### config.mk
export PLATFORM = sky130hd
export DESIGN_NAME = cmd_write
export DESIGN_NICKNAME = d
export VERILOG_FILES = /design/src/rtl/cmd_write.sv
export SDC_FILE = /design/constraint.sdc
export NUM_CORES = 1
export LEC_CHECK = 0
export BUFFER_PORTS_ARGS = -buffer_cell sky130_fd_sc_hd__buf_2
export CAP_MARGIN = 20
export CORE_ASPECT_RATIO = 0.7
export CORE_MARGIN = 5
export CORE_UTILIZATION = 56
export CTS_CLUSTER_DIAMETER = 150
export DETAILED_ROUTE_END_ITERATION = 8
export PLACE_DENSITY = 0.87
export REMOVE_ABC_BUFFERS = 1
export SYNTH_ARGS = -nofsm -noshare
export SYNTH_HDL_FRONTEND = slang
export SYNTH_SLANG_ARGS = --single-unit
### constraint.sdc
create_clock -name sd_clk_i -period 2.05 [get_ports sd_clk_i]
set_input_delay 0.205 -clock sd_clk_i [delete_from_list [all_inputs] [get_ports sd_clk_i]]
set_output_delay 0.205 -clock sd_clk_i [all_outputs]
set_load 0.02 [all_outputs]
### src/rtl/cmd_write.sv
// SD CMD-line transmitter: serialises a 48-bit command frame with on-the-fly CRC7,
// then holds off for NccCycles idle clocks before accepting the next command.
module cmd_write #(
    parameter int unsigned NccCycles = 8
) (
    input  logic        sd_clk_i,
    input  logic        rst_ni,
    input  logic        start_tx_i,
    input  logic [5:0]  cmd_index_i,
    input  logic [31:0] cmd_argument_i,
    output logic        ready_o,
    output logic        busy_o,
    output logic        cmd_o,
    output logic        cmd_en_o,
    output logic        tx_done_o,
    output logic        start_listening_o
);

    typedef enum logic [1:0] {
        IDLE     = 2'd0,
        SEND     = 2'd1,
        WAIT_NCC = 2'd2
    } state_t;

    localparam logic [7:0] NccLast = 8'(NccCycles - 1);

    // One serial step of CRC7 with generator x^7 + x^3 + 1.
    function automatic logic [6:0] crc7_step(input logic [6:0] crc, input logic bit_in);
        logic fb;
        fb = crc[6] ^ bit_in;
        return {crc[5:0], 1'b0} ^ (fb ? 7'h09 : 7'h00);
    endfunction

    state_t      state_r, state_s;
    logic [5:0]  bit_cnt_r, bit_cnt_s;
    logic [7:0]  ncc_cnt_r, ncc_cnt_s;
    logic [38:0] shift_r, shift_s;
    logic [6:0]  crc_r, crc_s;
    logic        cmd_r, cmd_s;
    logic        cmd_en_r, cmd_en_s;
    logic        busy_r, busy_s;
    logic        ready_r, ready_s;
    logic        tx_done_r, tx_done_s;
    logic        listen_r, listen_s;

    // Next-state and next-output logic; bit_cnt_r is the index of the bit currently on cmd_o.
    always_comb begin
        state_s   = state_r;
        bit_cnt_s = bit_cnt_r;
        ncc_cnt_s = ncc_cnt_r;
        shift_s   = shift_r;
        crc_s     = crc_r;
        cmd_s     = 1'b1;
        cmd_en_s  = 1'b0;
        busy_s    = 1'b0;
        ready_s   = 1'b0;
        tx_done_s = 1'b0;
        listen_s  = 1'b0;
        case (state_r)
            IDLE: begin
                if (start_tx_i) begin
                    // Start bit goes out now; shift_r keeps frame bits 46..8.
                    state_s   = SEND;
                    bit_cnt_s = 6'd0;
                    shift_s   = {1'b1, cmd_index_i, cmd_argument_i};
                    crc_s     = crc7_step(7'h00, 1'b0);
                    cmd_s     = 1'b0;
                    cmd_en_s  = 1'b1;
                    busy_s    = 1'b1;
                end else begin
                    ready_s = 1'b1;
                end
            end
            SEND: begin
                cmd_en_s  = 1'b1;
                busy_s    = 1'b1;
                bit_cnt_s = bit_cnt_r + 6'd1;
                if (bit_cnt_r == 6'd47) begin
                    state_s   = WAIT_NCC;
                    cmd_en_s  = 1'b0;
                    busy_s    = 1'b0;
                    tx_done_s = 1'b1;
                    bit_cnt_s = 6'd0;
                    ncc_cnt_s = 8'd0;
                    crc_s     = 7'h00;
                end else if (bit_cnt_r < 6'd39) begin
                    cmd_s   = shift_r[38];
                    shift_s = {shift_r[37:0], 1'b0};
                    crc_s   = crc7_step(crc_r, shift_r[38]);
                end else if (bit_cnt_r < 6'd46) begin
                    // CRC already covers bit 8, so its MSB follows with no gap.
                    cmd_s = crc_r[6];
                    crc_s = {crc_r[5:0], 1'b0};
                end else begin
                    cmd_s = 1'b1;
                end
            end
            WAIT_NCC: begin
                ncc_cnt_s = ncc_cnt_r + 8'd1;
                if (ncc_cnt_r == 8'd0) begin
                    listen_s = 1'b1;
                end else begin
                    listen_s = 1'b0;
                end
                if (ncc_cnt_r == NccLast) begin
                    state_s   = IDLE;
                    ready_s   = 1'b1;
                    ncc_cnt_s = 8'd0;
                end else begin
                    ready_s = 1'b0;
                end
            end
            default: begin
                state_s = IDLE;
                ready_s = 1'b1;
            end
        endcase
    end

    // State and registered outputs with synchronous active-low reset.
    always_ff @(posedge sd_clk_i) begin
        if (!rst_ni) begin
            state_r   <= IDLE;
            bit_cnt_r <= 6'd0;
            ncc_cnt_r <= 8'd0;
            shift_r   <= 39'd0;
            crc_r     <= 7'h00;
            cmd_r     <= 1'b1;
            cmd_en_r  <= 1'b0;
            busy_r    <= 1'b0;
            ready_r   <= 1'b1;
            tx_done_r <= 1'b0;
            listen_r  <= 1'b0;
        end else begin
            state_r   <= state_s;
            bit_cnt_r <= bit_cnt_s;
            ncc_cnt_r <= ncc_cnt_s;
            shift_r   <= shift_s;
            crc_r     <= crc_s;
            cmd_r     <= cmd_s;
            cmd_en_r  <= cmd_en_s;
            busy_r    <= busy_s;
            ready_r   <= ready_s;
            tx_done_r <= tx_done_s;
            listen_r  <= listen_s;
        end
    end

    assign ready_o           = ready_r;
    assign busy_o            = busy_r;
    assign cmd_o             = cmd_r;
    assign cmd_en_o          = cmd_en_r;
    assign tx_done_o         = tx_done_r;
    assign start_listening_o = listen_r;

endmodule

==> results.cfg <==
[synth]
synth-main-ff-cell = dfxtp_1
post_synth_most_frequent_cells = nand2_1, dfxtp_1, nor2_1
post_synth_instance_area_um2 = 3160
synth_sequential_area_ratio_pct = 42.5
synth.distinct_cells = 44
synth.top_cell.area_share_pct = 42.5
synthesized_netlist_cell_count = 375
synth-edff-count = 0
synth.largest_area_cell = dfxtp_1
postSynth.asyncResetShare_pct = 0
ys.warnings.count = 0
yosys_register_bits = 67
postSynthAreaPerCell_um2 = 8.42
synthTopCellsByArea = dfxtp_1, nand2_1, a311oi_2, nor2_1, a311oi_1
synth_most_common_cell = nand2_1

[clock_network]
clock_tree.buffer_depth = 2
clock_tree_from_tritoncts = yes
worst_skew_pair_later_pin_latency_ps = 340
cts-buffers-inserted = 9
ctsHtreeMaxLevel = 3
hold_buffers = 0
cts.sink_count = 67
reg_clk_slew_reported_paths_ps = 70
cts-root-buf = clkbuf_8

[floorplanning]
floorplan.initialDensity_pct = 58.9
core_area_um2 = 5370
core.rowCount = 22
die_height_um = 72.8
top_level_ports = 47
die_area_um2 = 7270
die_x_um = 99.8

[hold_path]
hold_end = shift_r[28]
hold_class = input pin to register
hold_path_startpoint = cmd_argument_i[28]
whs_path_depth = 3

[setup_path]
r2r.worst_path.cells = 6
path_delay_family = compound AO/OA/AOI/OAI gates
timing.critical_path.arrival_ps = 2200
worst_r2r_startpoint = bit_cnt_r[0]
crit_path_cell_trace = ha_1 -> a211o_1 -> a31oi_4 -> buf_12 -> nor2_1 -> a311oi_1
reg2reg_to = shift_r[34]
timing.critical_path.required_ps = 2290
cp_slowest_cell = a211o_1
reg2reg_setup_slack_ps = 100
critical_path_depth = 6
startpoint_type = register
worst-path-buf-inv = 1
critical_path_peak_fanout = 19
maximum_cell_stage_delay_along_the_critical_path_ps = 380
worstSetupEndpointType = register
critPathKind = register to register

[timing]
maxClockFrequency_mhz = 512
fin_crit_sh_pct = 95.3
setup_slack_ps = 95.9
finalHoldViolCount = 0
timing.max_slew.rel_slack_pct = 55.8
final_period_minus_worst_setup_slack_ps = 1950
final_max_slew_viol_count = 0
hold_slack_ps = 117
max_slew.worst_pin.slew_ps = 657
setup_viol_count_final = 0
clock-skew-final_ps = 7.86

[grt]
total_routing_usage_gr_pct = 19.4
grt_first_pass_wirelength_um = 11300
grt_max_degree = 39
grt_pass1_vias = 2544
grt_antenna_before_repair = 0
grt_overflow_total = 0

[route]
detail_route.iter0.violations = 192
viasPerCell = 5.66
drtPass1Iterations = 4
drc_errors = 0
routedWlPerCell_um = 14.5
vias = 2812
wl_um = 7230
postRouteAntennaNets = 0

[power_and_ir_drop]
total_power_mw = 2.89
cellLeakagePower_nw = 1.50
vdd_ir_drop_max_uv = 462
cellPowerDensity_nw_per_um2 = 778

[place]
place_congestion = 0.963
dp_hpwl_um = 4630
dp_slack_ps = 81.3
placedCellCount = 477
port_buffers = 46

[cells_and_area]
share_of_post_route_cells_with_drive_strength_above_1_pct = 24.0
area_growth_pct = 17.7
n_fill_cell = 416
finish.utilization_pct = 69.3
inserted_diodes = 0
layout.nets = 465
stdcell_count = 497

[status]
outcome = finished clean

[flow_run]
maximum_capacitance_violations = 0
[worst max path at each step]
stage / to / slack [ps] / startpoint
after floorplan: shift_r[10] / -590 / bit_cnt_r[0]
after detailed placement: shift_r[34] / 80 / bit_cnt_r[0]
after global placement: ncc_cnt_r[7] / 230 / bit_cnt_r[0]
final: shift_r[34] / 100 / bit_cnt_r[0]
after CTS: shift_r[34] / 70 / bit_cnt_r[0]
after global routing: shift_r[34] / -30 / bit_cnt_r[0]
[cells by family (layout without fill, tap and decap cells)]
family,count (synthesis),count (layout),share of synthesized area (%)
xor+xnor,5,5,1.39
buf+inv,35,85,5.66
flops,67,67,42.5
compound gates,77,77,23.4
mux,3,3,0.990
simple gates,185,185,24.9
fa+ha+maj,3,3,1.19
[through the flow]
step           cell area, um^2  TNS, ps
2_1_floorplan             3000   -21720
3_3_place_gp              3450        0
3_5_place_dp              3450        0
4_1_cts                   3640        0
5_1_grt                   3720    -25.2
6_report                  3720        0
[power by group]
group / internal [mW] / switching, mW / total, mW
logic: 0.167 / 0.214 / 0.381
registers: 1.38 / 0.0441 / 1.42
clock network: 0.621 / 0.468 / 1.09
total: 2.17 / 0.726 / 2.89
[cell type report]
cell class	count	area (um^2)	area share, %
sequential	67	1340	36.1
multi-input combinational	273	1650	44.3
tap	72	90.1	2.42
timing repair buffer	64	425	11.4
clock inverter	2	35.0	0.942
inverter	6	22.5	0.605
clock buffer	13	159	4.27
[layer usage]
layer	up-vias	global-route usage, %	part of all wire, %	wire (um)
met2	98	29.6	46	3330
li1	1413	-	-	-
met3	12	6.40	6.6	478
met4	0	7.12	1.7	123
met5	-	0	0	0
met1	1289	25.7	46	3300
[worst min-delay path, stage by stage]
cell and delay, ps:
buf_2 90, nand2_1 40, a311oi_1 70
[cell usage in the layout, fill, tap and decap left out, types with 3 or more instances in the layout]
cell / count
buf_4: 14
nand3b_1: 3
a311oi_1: 17
nor2_1: 55
o21ai_0: 6
nor3_1: 8
inv_1: 5
nand2b_1: 4
a21oi_1: 7
nor4_1: 4
clkbuf_8: 11
nor2b_1: 3
a21o_1: 4
xnor2_1: 5
nand2_1: 90
buf_2: 46
dfxtp_1: 67
o22ai_1: 7
nand3_1: 9
ha_1: 3
a311oi_2: 20
[state kept, by name, summed over array words and instances, names as in the netlist]
signal	cells
tx_done_o	1
busy_o	1
ready_o	1
start_listening_o	1
crc_r	7
shift_r	39
ncc_cnt_r	8
bit_cnt_r	6
cmd_o	1
state_r	2
[repair_timing]
action                                  in CTS  in global routing
setup buffers                                0                  3
resized for setup                            0                  1
endpoints found under the setup margin       0                 16
Power figures use the tool's default switching activity.
